## config.mk

```make
export PLATFORM = sky130hd
export DESIGN_NAME = sram_read_sched_flat
export DESIGN_NICKNAME = d
export VERILOG_FILES = /design/src/rtl/sram_read_sched_if.sv /design/src/rtl/sram_read_sched.sv /design/src/flat_wrapper.sv
export SDC_FILE = /design/constraint.sdc
export NUM_CORES = 1
export LEC_CHECK = 0
export CAP_MARGIN = 10
export CORE_AREA = 2 2 79 81
export CTS_CLUSTER_SIZE = 28
export DETAILED_ROUTE_END_ITERATION = 10
export DIE_AREA = 0 0 81 83
export GPL_TIMING_DRIVEN = 0
export PLACE_DENSITY_LB_ADDON = 0.05
export SLEW_MARGIN = 30
export SYNTH_ARGS = -nofsm -noshare
export SYNTH_HDL_FRONTEND = slang
export SYNTH_SLANG_ARGS = --single-unit
export TNS_END_PERCENT = 50
```

## constraint.sdc

```tcl
create_clock -name pulse -period 3.21 [get_ports pulse]
set_input_delay 0.321 -clock pulse [delete_from_list [all_inputs] [get_ports pulse]]
set_output_delay 0.321 -clock pulse [all_outputs]
set_load 0.05 [all_outputs]
```

## src/rtl/sram_read_sched_if.sv

```systemverilog
// Request, sram read port and return-path signals of the sram read scheduler.
// master: requesters plus sram model side; slave: the scheduler.
interface sram_read_sched_if #(
  parameter int MAX_ADDR  = 10,
  parameter int DATA_SIZE = 32,
  parameter int LEN_W     = 8
);
  logic [1:0]           req;
  logic [MAX_ADDR-1:0]  start_addr0;
  logic [MAX_ADDR-1:0]  start_addr1;
  logic [LEN_W-1:0]     len0;
  logic [LEN_W-1:0]     len1;
  logic                 ready;
  logic [MAX_ADDR-1:0]  sram_addr;
  logic                 sram_re_en;
  logic [DATA_SIZE-1:0] sram_data;
  logic [DATA_SIZE-1:0] data_out;
  logic                 valid_out;
  logic                 id_out;
  logic [1:0]           grant;
  logic [1:0]           done;

  modport master (
    output req, start_addr0, start_addr1, len0, len1, ready, sram_data,
    input  sram_addr, sram_re_en, data_out, valid_out, id_out, grant, done
  );

  modport slave (
    input  req, start_addr0, start_addr1, len0, len1, ready, sram_data,
    output sram_addr, sram_re_en, data_out, valid_out, id_out, grant, done
  );
endinterface

```

## src/rtl/sram_read_sched.sv

```systemverilog
// Two-channel burst read scheduler for the shared single-port sram.
// Define ROUND_ROBIN_EN for round-robin arbitration; default is fixed priority (ch0 first).
//
// state   | meaning
// IDLE    | waiting for a request; arbitrates and captures start address / length
// READ    | issuing one sram read per cycle while ready is high
// DRAIN   | waiting SRAM_LAT cycles for in-flight data, then pulses done
module sram_read_sched #(
  parameter int MAX_ADDR      = 10,
  parameter int DATA_SIZE     = 32,
  parameter int MAX_LOCATIONS = 1024,
  parameter int LEN_W         = 8,
  parameter int SRAM_LAT      = 1
) (
  input logic         pulse,
  input logic         rst,
  sram_read_sched_if.slave bus
);

  typedef enum logic [1:0] {S_IDLE, S_READ, S_DRAIN} state_t;

  state_t               state, state_nx;
  logic [MAX_ADDR-1:0]  addr, addr_nx, addr_inc;
  logic [MAX_ADDR-1:0]  sram_addr_r, sram_addr_nx;
  logic [LEN_W-1:0]     remaining, remaining_nx;
  logic                 owner, owner_nx;
  logic [1:0]           drain_cnt, drain_cnt_nx;
  logic                 re_en_r, re_en_nx;
  logic [1:0]           grant_r, grant_nx;
  logic [1:0]           done_r, done_nx;
  logic [SRAM_LAT-1:0]  vld_pipe, id_pipe;
  logic                 win;
  logic [MAX_ADDR-1:0]  win_addr;
  logic [LEN_W-1:0]     win_len;
  logic [DATA_SIZE-1:0] rd_word;

`ifdef ROUND_ROBIN_EN
  logic rr_ptr, rr_nx;
  assign win = (bus.req == 2'b11) ? rr_ptr : bus.req[1];
`else
  assign win = ~bus.req[0];
`endif

  assign win_addr = win ? bus.start_addr1 : bus.start_addr0;
  assign win_len  = win ? bus.len1 : bus.len0;
  assign addr_inc = (addr == MAX_ADDR'(MAX_LOCATIONS - 1)) ? '0 : addr + 1'b1;

  always_comb begin
    state_nx     = state;
    addr_nx      = addr;
    remaining_nx = remaining;
    owner_nx     = owner;
    drain_cnt_nx = drain_cnt;
    sram_addr_nx = sram_addr_r;
    re_en_nx     = 1'b0;
    grant_nx     = grant_r;
    done_nx      = 2'b00;
`ifdef ROUND_ROBIN_EN
    rr_nx        = rr_ptr;
`endif
    case (state)
      S_IDLE: begin
        if (bus.req != 2'b00) begin
          owner_nx     = win;
          addr_nx      = win_addr;
          remaining_nx = win_len;
          if (win_len != '0) begin
            grant_nx = win ? 2'b10 : 2'b01;
            state_nx = S_READ;
          end else begin
            // zero-length burst completes at once without touching the sram
            done_nx = win ? 2'b10 : 2'b01;
`ifdef ROUND_ROBIN_EN
            rr_nx   = ~win;
`endif
          end
        end
      end
      S_READ: begin
        if (bus.ready) begin
          re_en_nx     = 1'b1;
          sram_addr_nx = addr;
          addr_nx      = addr_inc;
          remaining_nx = remaining - 1'b1;
          if (remaining == LEN_W'(1)) begin
            state_nx     = S_DRAIN;
            drain_cnt_nx = 2'(SRAM_LAT - 1);
          end
        end
      end
      S_DRAIN: begin
        if (drain_cnt == 2'd0) begin
          done_nx  = owner ? 2'b10 : 2'b01;
          grant_nx = 2'b00;
          state_nx = S_IDLE;
`ifdef ROUND_ROBIN_EN
          rr_nx    = ~owner;
`endif
        end else begin
          drain_cnt_nx = drain_cnt - 1'b1;
        end
      end
      default: state_nx = S_IDLE;
    endcase
  end

  always_ff @(posedge pulse or negedge rst) begin
    if (!rst) begin
      state       <= S_IDLE;
      addr        <= '0;
      remaining   <= '0;
      owner       <= 1'b0;
      drain_cnt   <= 2'd0;
      sram_addr_r <= '0;
      re_en_r     <= 1'b0;
      grant_r     <= 2'b00;
      done_r      <= 2'b00;
`ifdef ROUND_ROBIN_EN
      rr_ptr      <= 1'b0;
`endif
    end else begin
      state       <= state_nx;
      addr        <= addr_nx;
      remaining   <= remaining_nx;
      owner       <= owner_nx;
      drain_cnt   <= drain_cnt_nx;
      sram_addr_r <= sram_addr_nx;
      re_en_r     <= re_en_nx;
      grant_r     <= grant_nx;
      done_r      <= done_nx;
`ifdef ROUND_ROBIN_EN
      rr_ptr      <= rr_nx;
`endif
    end
  end

  // Return-path strobe and tag trail the issue by exactly SRAM_LAT cycles.
  always_ff @(posedge pulse or negedge rst) begin
    if (!rst) begin
      vld_pipe <= '0;
      id_pipe  <= '0;
    end else begin
      vld_pipe <= SRAM_LAT'({vld_pipe, re_en_r});
      id_pipe  <= SRAM_LAT'({id_pipe, owner});
    end
  end

  assign rd_word        = bus.sram_data;
  assign bus.data_out   = rd_word;
  assign bus.sram_addr  = sram_addr_r;
  assign bus.sram_re_en = re_en_r;
  assign bus.valid_out  = vld_pipe[SRAM_LAT-1];
  assign bus.id_out     = id_pipe[SRAM_LAT-1];
  assign bus.grant      = grant_r;
  assign bus.done       = done_r;

endmodule

```

## src/flat_wrapper.sv

```systemverilog
// flat-port wrapper written by rule: the top's interface ports become plain ports
module sram_read_sched_flat 
#(
  parameter int MAX_ADDR      = 10,
  parameter int DATA_SIZE     = 32,
  parameter int MAX_LOCATIONS = 1024,
  parameter int LEN_W         = 8,
  parameter int SRAM_LAT      = 1
)
  (pulse, rst, bus_req, bus_start_addr0, bus_start_addr1, bus_len0, bus_len1, bus_ready, bus_sram_data, bus_sram_addr, bus_sram_re_en, bus_data_out, bus_valid_out, bus_id_out, bus_grant, bus_done);
  sram_read_sched_if #(.MAX_ADDR(MAX_ADDR), .DATA_SIZE(DATA_SIZE), .LEN_W(LEN_W)) bus_i ();
  input logic pulse;
  input logic rst;
  input wire logic [$bits(bus_i.req)-1:0] bus_req;
  input wire logic [$bits(bus_i.start_addr0)-1:0] bus_start_addr0;
  input wire logic [$bits(bus_i.start_addr1)-1:0] bus_start_addr1;
  input wire logic [$bits(bus_i.len0)-1:0] bus_len0;
  input wire logic [$bits(bus_i.len1)-1:0] bus_len1;
  input wire logic [$bits(bus_i.ready)-1:0] bus_ready;
  input wire logic [$bits(bus_i.sram_data)-1:0] bus_sram_data;
  output wire logic [$bits(bus_i.sram_addr)-1:0] bus_sram_addr;
  output wire logic [$bits(bus_i.sram_re_en)-1:0] bus_sram_re_en;
  output wire logic [$bits(bus_i.data_out)-1:0] bus_data_out;
  output wire logic [$bits(bus_i.valid_out)-1:0] bus_valid_out;
  output wire logic [$bits(bus_i.id_out)-1:0] bus_id_out;
  output wire logic [$bits(bus_i.grant)-1:0] bus_grant;
  output wire logic [$bits(bus_i.done)-1:0] bus_done;
  assign bus_i.req = bus_req;
  assign bus_i.start_addr0 = bus_start_addr0;
  assign bus_i.start_addr1 = bus_start_addr1;
  assign bus_i.len0 = bus_len0;
  assign bus_i.len1 = bus_len1;
  assign bus_i.ready = bus_ready;
  assign bus_i.sram_data = bus_sram_data;
  assign bus_sram_addr = bus_i.sram_addr;
  assign bus_sram_re_en = bus_i.sram_re_en;
  assign bus_data_out = bus_i.data_out;
  assign bus_valid_out = bus_i.valid_out;
  assign bus_id_out = bus_i.id_out;
  assign bus_grant = bus_i.grant;
  assign bus_done = bus_i.done;
  sram_read_sched #(.MAX_ADDR(MAX_ADDR), .DATA_SIZE(DATA_SIZE), .MAX_LOCATIONS(MAX_LOCATIONS), .LEN_W(LEN_W), .SRAM_LAT(SRAM_LAT)) u_core (.pulse(pulse), .rst(rst), .bus(bus_i));
endmodule
```

==> results of run 1 <==
==> cell families (layout without fill, tap and decap cells) <==
family | Yosys count | count (layout) | share of synthesized area
mux | 25 | 25 | 0.104
xor+xnor | 1 | 1 | 0.00346
simple gates | 71 | 71 | 0.141
flops | 40 | 40 | 0.396
fa+ha+maj | 4 | 4 | 0.0198
buf+inv | 58 | 155 | 0.139
compound gates | 75 | 75 | 0.197
==> where the power goes <==
part / total, mW / internal, mW / switching, mW
Sequential: 0.889 / 0.720 / 0.169
Clock: 0.323 / 0.148 / 0.175
Combinational: 1.65 / 0.647 / 1.01
Total: 2.86 / 1.51 / 1.35
==> per-layer routing <==
metal / vias to the layer above / global-route usage / wire (um)
li1: 1156 / - / -
met1: 1127 / 0.278 / 2960
met2: 97 / 0.328 / 3130
met3: 8 / 0.0380 / 447
met4: 0 / 0.0678 / 81
met5: - / 0 / 0
==> flip-flops by register name (all words and copies together), names as in the netlist <==
name / flops
u_core.state: 2
u_core.drain_cnt: 2
u_core.bus.sram_addr: 10
u_core.owner: 1
u_core.bus.sram_re_en: 1
u_core.remaining: 8
u_core.addr: 10
u_core.bus.grant: 2
u_core.bus.id_out: 1
u_core.bus.valid_out: 1
u_core.bus.done: 2
==> cell usage after synthesis, types with 2 or more instances <==
master,number,area [sq um]
sky130_fd_sc_hd__nor3_1,3,15.0
sky130_fd_sc_hd__nand3_1,6,30.0
sky130_fd_sc_hd__nor4_1,4,25.0
sky130_fd_sc_hd__inv_1,10,37.5
sky130_fd_sc_hd__nand3b_1,3,22.5
sky130_fd_sc_hd__a22o_1,6,52.6
sky130_fd_sc_hd__nand2_1,25,93.8
sky130_fd_sc_hd__clkbuf_1,10,37.5
sky130_fd_sc_hd__a31oi_1,2,12.5
sky130_fd_sc_hd__o211ai_1,2,15.0
sky130_fd_sc_hd__buf_4,32,240
sky130_fd_sc_hd__nand4_1,3,18.8
sky130_fd_sc_hd__and4_1,2,17.5
sky130_fd_sc_hd__o21ai_0,23,115
sky130_fd_sc_hd__o22a_1,2,17.5
sky130_fd_sc_hd__a21o_1,3,22.5
sky130_fd_sc_hd__buf_2,5,25.0
sky130_fd_sc_hd__dfrtp_1,40,1000
sky130_fd_sc_hd__mux2i_1,14,140
sky130_fd_sc_hd__nand2b_1,3,18.8
sky130_fd_sc_hd__mux2_2,11,124
sky130_fd_sc_hd__ha_1,4,50.1
sky130_fd_sc_hd__o32ai_1,2,17.5
sky130_fd_sc_hd__a21oi_1,18,90.1
sky130_fd_sc_hd__o22ai_1,2,12.5
sky130_fd_sc_hd__nor2_1,14,52.6
sky130_fd_sc_hd__a32o_1,2,20.0
sky130_fd_sc_hd__o311ai_0,3,26.3
==> through the flow <==
stage	setup slack [ns]	util	hold slack, ns	std cells
6_report	1.28	0.621	0.0400	446
5_1_grt	1.08	0.621	0.0763	446
4_1_cts	1.30	0.621	0.0564	446
3_5_place_dp	1.03	0.608	0.374	439
3_3_place_gp	0.748	0.604	0.370	438
2_1_floorplan	1.60	-	0.0254	274
==> worst min path at each step <==
stage | from | to
detailed placement | u_core.bus.sram_re_en | u_core.bus.valid_out
finish | rst | u_core.bus.id_out
global route | rst | u_core.drain_cnt[0]
CTS | rst | u_core.owner
floorplan | rst | u_core.addr[0]
global placement | u_core.bus.sram_re_en | u_core.bus.valid_out
==> cell type report <==
class                           instances  share of cell area
Buffer                                 48              0.0869
Clock buffer                            6              0.0201
Clock inverter                          1             0.00139
Inverter                               10              0.0104
Multi-Input combinational cell        176               0.325
Sequential cell                        40               0.277
Tap cell                               75              0.0260
Timing Repair Buffer                   90               0.253
==> cell usage in the layout (no fill, tap or decap), drive strengths merged, types with 2 or more instances in the layout <==
cell type      instances
a21o                   3
a21oi                 18
a22o                   6
a31oi                  2
a32o                   2
and4                   2
buf                   40
clkbuf                16
clkdlybuf4s50         88
dfrtp                 40
ha                     4
inv                   10
mux2                  11
mux2i                 14
nand2                 25
nand2b                 3
nand3                  6
nand3b                 3
nand4                  3
nor2                  14
nor3                   3
nor4                   4
o211ai                 2
o21ai                 23
o22a                   2
o22ai                  3
o311ai                 3
o32ai                  2
or4                    2
==> summary by stage, run 1 <==
CTS
The H-tree depth is 2. The clock sink total is 40. The clock transition at the registers of the reported paths is 0.08 ns. The number of setup buffers added after CTS is 0. For the worst-skew pair, the clock arrives at the later sink with an insertion delay of around 0.30 ns. The clock root buffer master is sky130_fd_sc_hd__clkbuf_8. The longest clock path from root to sink contains 2 buffers. TritonCTS built the clock tree. After clock tree synthesis, the repair step resized 0 gates. The number of buffers created by CTS is 5. After clock tree synthesis, the flow added hold-fix buffers numbering 0.

Worst setup path
The required time of the worst setup path is 3.42 ns. Traced cell by cell, the critical path runs through ha_1 > and4_1 > clkbuf_1 > a41oi_1 > o311ai_0 > o211ai_1. The worst reg2reg path endpoint is u_core.addr[7].

The endpoint type of the worst setup path is a register. On the critical path the largest part of the delay comes from compound AO/OA/AOI/OAI gates. The slowest library cell on the worst path is sky130_fd_sc_hd__a41oi_1. Along the worst path, the maximum fanout reaches 6.

The worst register-to-register path has a setup slack of 1.28 ns. The critical path buffer and inverter count is 1. The worst path arrival time is around 2.1 ns. The worst reg2reg path startpoint is u_core.addr[0]. The logic depth of the worst register-to-register path is 6.

The critical path ends at u_core.addr[7]. The delay of the slowest critical-path stage is around 0.48 ns. The critical path starts at u_core.addr[0].

The worst setup path is launched from a register. The setup path with the least slack is of type reg -> reg. The critical path crosses 6 cells after its start point.

Power
The total power is 2.86 mW. Power spread over the standard cell area amounts to a little under 800 nW/um^2. The static leakage power is 1.54 nW. The worst supply voltage drop on vdd is 388 uV.

Global routing
The initial antenna violation count is 0. The pin count of the biggest net entering global routing is 26. The remaining global-route overflow is 0. The total global routing track utilization is 0.206. The number of global-route vias before repair is 2339. The first global-routing pass estimated 10900 um of wire.

Drt
The first routing iteration left between 150 and 200 violations. In the routed layout, each cell is associated on average with a via count of 5.35. The via total after detailed routing is 2388.

In the routed design, unresolved DRC markers number 0. The average wire per cell in the routed design is 14.8 um. The total routed wirelength is 6620 um. The residual antenna-violating net count after detailed routing is 0. The first detailed-routing pass ran for 5 iterations.

Synthesis
The post-synthesis sequential area ratio is 0.396. The post-synthesis cell area is ~2500 sq um. Synthesis produced ~270 cells. In this run, distinct cell masters in the synthesized netlist total 48. The dominant register cell in the synthesized netlist is sky130_fd_sc_hd__dfrtp_1.

For this run, asynchronously set or reset flops after synthesis account for 1.00. The number of enable-type register cells in the synthesized netlist is 0. The number of nets produced by synthesis is 351. The flip-flop and latch count after synthesis is 40.

In this run the mean area of a mapped cell was 9.23 sq um. The number of warning messages in the yosys log is 0.

Floorplan
The placeable core area is 5820 sq um. For this configuration, the core starts out at a cell density of 0.435. Pin placement for this block handled 122 I/O pins.

The area enclosed by the die boundary is 6720 sq um. The die width is just over 80 um. The vertical extent of the die is 83 um. The placement row count is 28.

Layout
The fraction of layout instances using a drive strength above 1 is 0.162. The number of fillers in the final layout is 527. The cell area after layout is 3610 sq um. Compared with the post-synthesis result, the final layout area differs by 42.9%. Across the whole layout, storage elements account for about 1000 sq um.

The repair_antennas step left the layout with diodes totalling 0. The multi-input combinational cell area is between 1000 and 1500 sq um. For this run, the post-layout net count is 448.

Timing
Setup repair after global routing left no endpoint under its margin. Between clock sinks in the finished design, the worst skew comes to 0.00563 ns. Static timing analysis puts the maximum clock frequency at ~520 MHz. The number of endpoints with negative hold slack in the final report was 0. The number of pins exceeding their max-slew limit in the final report came to 0. Setup violations remaining at the end of the flow were counted as 0.

The routed design could run at a clock period as short as 1.93 ns. Measured against its own limit, the worst slew margin works out to 0.574. The final worst-path cycle share is 0.600. The total negative slack for setup checks is 0 ns. The actual transition at the worst max-transition pin is approximately 0.64 ns.

Place
The total cell area at the placement stage is ~3500 sq um. The half-perimeter wire length after placement is 5000 um. The placer's final routability congestion estimate is 0.807.

The count of buffers inserted at the top-level ports is just under 90.

Run
The reported max-cap violation count is 0.

Min path
The class of the most critical hold timing path is in -> async.

Outcome
The flow ran to the end, and the final reports show no timing, DRC or antenna violations.
(Power assumes the default switching activity.)
==> run 2, diff against run 1 <==
--- a/config.mk
+++ b/config.mk
@@ -6,10 +6,10 @@
 export NUM_CORES = 1
 export LEC_CHECK = 0
 export CAP_MARGIN = 10
-export CORE_AREA = 2 2 79 81
+export CORE_AREA = 2 2 86 88
 export CTS_CLUSTER_SIZE = 28
 export DETAILED_ROUTE_END_ITERATION = 10
-export DIE_AREA = 0 0 81 83
+export DIE_AREA = 0 0 88 90
 export GPL_TIMING_DRIVEN = 0
 export PLACE_DENSITY_LB_ADDON = 0.05
 export SLEW_MARGIN = 30
==> constraint.sdc (replaced) <==
create_clock -name pulse -period 1.6 [get_ports pulse]
set_input_delay 0.16 -clock pulse [delete_from_list [all_inputs] [get_ports pulse]]
set_output_delay 0.16 -clock pulse [all_outputs]
set_load 0.05 [all_outputs]
==> summary by stage, run 2 (synthesized netlist as in run 1, its figures left out) <==
CTS
The buffer levels on the longest clock path is 2 (unchanged). The number of buffers created by CTS is 5 (unchanged). The clock root buffer master is sky130_fd_sc_hd__clkbuf_8 (unchanged). The H-tree depth was 2 (unchanged). The clock sink total is 40 (unchanged). The clock latency reported for the late side of the worst-skew pair is 0.30 ns (about the same). The CTS tree is built (unchanged).

The clock transition at the registers of the reported paths is 0.08 ns (about the same).

Drt
The remaining design rule violation count is 0 (unchanged). The total routed wirelength is 6960 um (was 6620 um). The mean number of vias per cell is 5.06 (was 5.35).

The via total after detailed routing is 2405 (was 2388). The number of DRC markers after the initial detailed-route iteration is 97 (was 156). The average wire per cell in the routed design is 14.7 um (was 14.8 um). The residual antenna-violating net count after detailed routing is 0 (unchanged). The number of detailed-route iterations in the first pass came to 4 (was 5).

Timing
The minimum clock period is 1.62 ns (was 1.93 ns). The final number of setup-violating endpoints is 2 (was 0). The normalized max-slew margin came to 0.659 (was 0.574).

The number of endpoints with negative hold slack in the final report is 0 (unchanged). The worst clock skew was 0.00607 ns (was 0.00563 ns). The achievable frequency is 618 MHz (was 519 MHz).

The worst path setup slack after routing is -0.0170 ns (was 1.28 ns). The final worst-path cycle share came to 1.01 (was 0.600). The actual transition at the worst max-transition pin is 0.510 ns (was 0.639 ns). The total negative slack for setup checks is -0.0247 ns (was 0 ns).

Setup repair after global routing missed its margin: yes (was no). The number of pins exceeding their max-slew limit in the final report is 0 (unchanged).

Layout
The core occupancy in the finished layout is 0.548 (was 0.621). The fraction of layout instances using a drive strength above 1 is 0.242 (was 0.162). The total number of nets in the final design is 452 (was 448). The number of diodes added for antenna fixing is 0 (unchanged). Commonest cells after routing, fill and taps aside: sky130_fd_sc_hd__clkdlybuf4s50_1 (70), sky130_fd_sc_hd__dfrtp_1 (40), sky130_fd_sc_hd__buf_4 (38), sky130_fd_sc_hd__nand2_1 (24), sky130_fd_sc_hd__o21ai_0 (23) (was sky130_fd_sc_hd__clkdlybuf4s50_1 (88), sky130_fd_sc_hd__dfrtp_1 (40), sky130_fd_sc_hd__buf_4 (32), sky130_fd_sc_hd__nand2_1 (25), sky130_fd_sc_hd__o21ai_0 (23)). The cell area after layout is 3840 sq um (was 3610 sq um). The area growth from synthesis to final layout is 52.1% (was 42.9%). The commonest non-fill, non-tap cell in the layout is sky130_fd_sc_hd__clkdlybuf4s50_1 (unchanged).

Run
The reported max-cap violation count is 0 (unchanged).

Worst setup path
The worst path arrival time was 1.86 ns (was 2.14 ns). The endpoint type of the worst setup path was a register (unchanged). The launch point of the critical path is u_core.remaining[2] (was u_core.addr[0]).

The startpoint-to-endpoint class of the critical path was reg -> reg (unchanged). The kind of start point of the critical path is a register (unchanged). The worst-case register-to-register setup slack is -0.02 ns (was 1.28 ns).

The required time of the worst setup path was 1.84 ns (was 3.42 ns). The worst reg2reg path startpoint is u_core.remaining[2] (was u_core.addr[0]). The top fanout value on the critical path is 3 (was 6). The logic depth of the worst register-to-register path is 4 (was 6).

Global routing
The remaining global-route overflow came to 0 (unchanged). The total global routing track utilization is 0.174 (was 0.206). The initial antenna violation count is 0 (unchanged).

The pin count of the biggest net entering global routing is 28 (was 26). The number of global-route vias before repair is 2275 (was 2339). The wire length of the first global-routing pass was 11000 um (was 10900 um).

Outcome
Status: complete, but fails checks (was finished, final reports clean). The final reports fail on setup timing.

Floorplan
The area enclosed by the die boundary is 7920 sq um (was 6720 sq um). The placeable core area is 7020 sq um (was 5820 sq um). The number of I/O pins is 122 (unchanged). The initial standard-cell utilization of the core was 0.360 (was 0.435). The vertical extent of the die was 90 um (was 83 um).

The placement row count is 31 (was 28). The die width was 88 um (was 81 um).

Power
The static leakage power is 1.70 nW (was 1.54 nW). The worst supply voltage drop on vdd is 831 uV (was 388 uV). The total power came to 6.26 mW (was 2.86 mW).

The power density over the cells came to 1630 nW/um^2 (was 793 nW/um^2).

Place
The total cell area at the placement stage is 3570 sq um (was 3540 sq um). The placer's final routability congestion estimate is 0.844 (was 0.807). The half-perimeter wire length after placement was 5090 um (was 5000 um). The count of buffers inserted at the top-level ports is 89 (unchanged).

Min path
The class of the most critical hold timing path is in -> async (unchanged).
-- run 2: cell types whose count changed in the layout (fill, tap and decap cells not counted), moves of 3 or more --
| cell | before | now |
|---|---|---|
| sky130_fd_sc_hd__dlymetal6s2s_1 | 0 | 4 |
| sky130_fd_sc_hd__buf_4 | 32 | 38 |
| sky130_fd_sc_hd__clkbuf_1 | 11 | 1 |
| sky130_fd_sc_hd__dlygate4sd2_1 | 0 | 14 |
| sky130_fd_sc_hd__clkbuf_2 | 0 | 3 |
| sky130_fd_sc_hd__clkdlybuf4s50_1 | 88 | 70 |
-- run 2: final timing paths --
| check | to |
|---|---|
| max | u_core.remaining[5] |
| min | u_core.bus.done[1] |
| max reg2reg | u_core.remaining[5] |
| min reg2reg | u_core.bus.valid_out |
| max in group asynchronous | u_core.addr[0] |
| min in group pulse | u_core.bus.valid_out |
-- run 2: worst max-delay path: stages, from the launching register on --
cell and delay (ns):
sky130_fd_sc_hd__dfrtp_1 0.40, sky130_fd_sc_hd__or4_4 0.54, sky130_fd_sc_hd__or2_4 0.27, sky130_fd_sc_hd__o32ai_4 0.20
sky130_fd_sc_hd__a22o_1 0.15
-- run 2: report_power, final --
| part | leakage [nW] | total [mW] | internal (mW) | switching (mW) |
|---|---|---|---|---|
| logic | 1.17 | 3.52 | 1.39 | 2.13 |
| clock network | 0.0645 | 0.926 | 0.551 | 0.375 |
| registers | 0.472 | 1.82 | 1.44 | 0.372 |
| total | 1.70 | 6.26 | 3.39 | 2.88 |
-- run 2: final cells by class --
| type | instances | area, sq um |
|---|---|---|
| clock inverters | 1 | 30.0 |
| well taps | 99 | 124 |
| clock buffers | 7 | 96.3 |
| fillers | 666 | 3180 |
| inverters | 10 | 37.5 |
| plain buffers | 46 | 330 |
| multi-input cells | 176 | 1280 |
| repair buffers | 96 | 946 |
| flip-flops and latches | 40 | 1000 |
-- run 2: metrics by stage --
stage	hold WS, ns	std cells	setup slack [ns]
floorplan	-0.136	274	0.0142
global placement	0.365	462	-0.730
detailed placement	0.0909	463	-0.469
CTS	0.300	474	-0.0333
global route	0.343	475	-0.0671
finish	0.296	475	-0.0170
-- run 2: repair_timing --
item                                    4_1_cts  5_1_grt
endpoints found under the setup margin       40       23
buffers inserted                              4        1
hold endpoints to repair                     13        0
gates resized for setup                      34       22
pin swaps                                     4        6
gates cloned                                  0        0
hold buffers                                  1        0
-- run 2: routing by layer --
layer / GRT usage / up-vias / part of all wire
li1: - / 1159 / -
met4: 0.0551 / 0 / 0.013
met1: 0.238 / 1152 / 0.45
met5: 0 / - / 0
met2: 0.277 / 85 / 0.47
met3: 0.0303 / 9 / 0.063
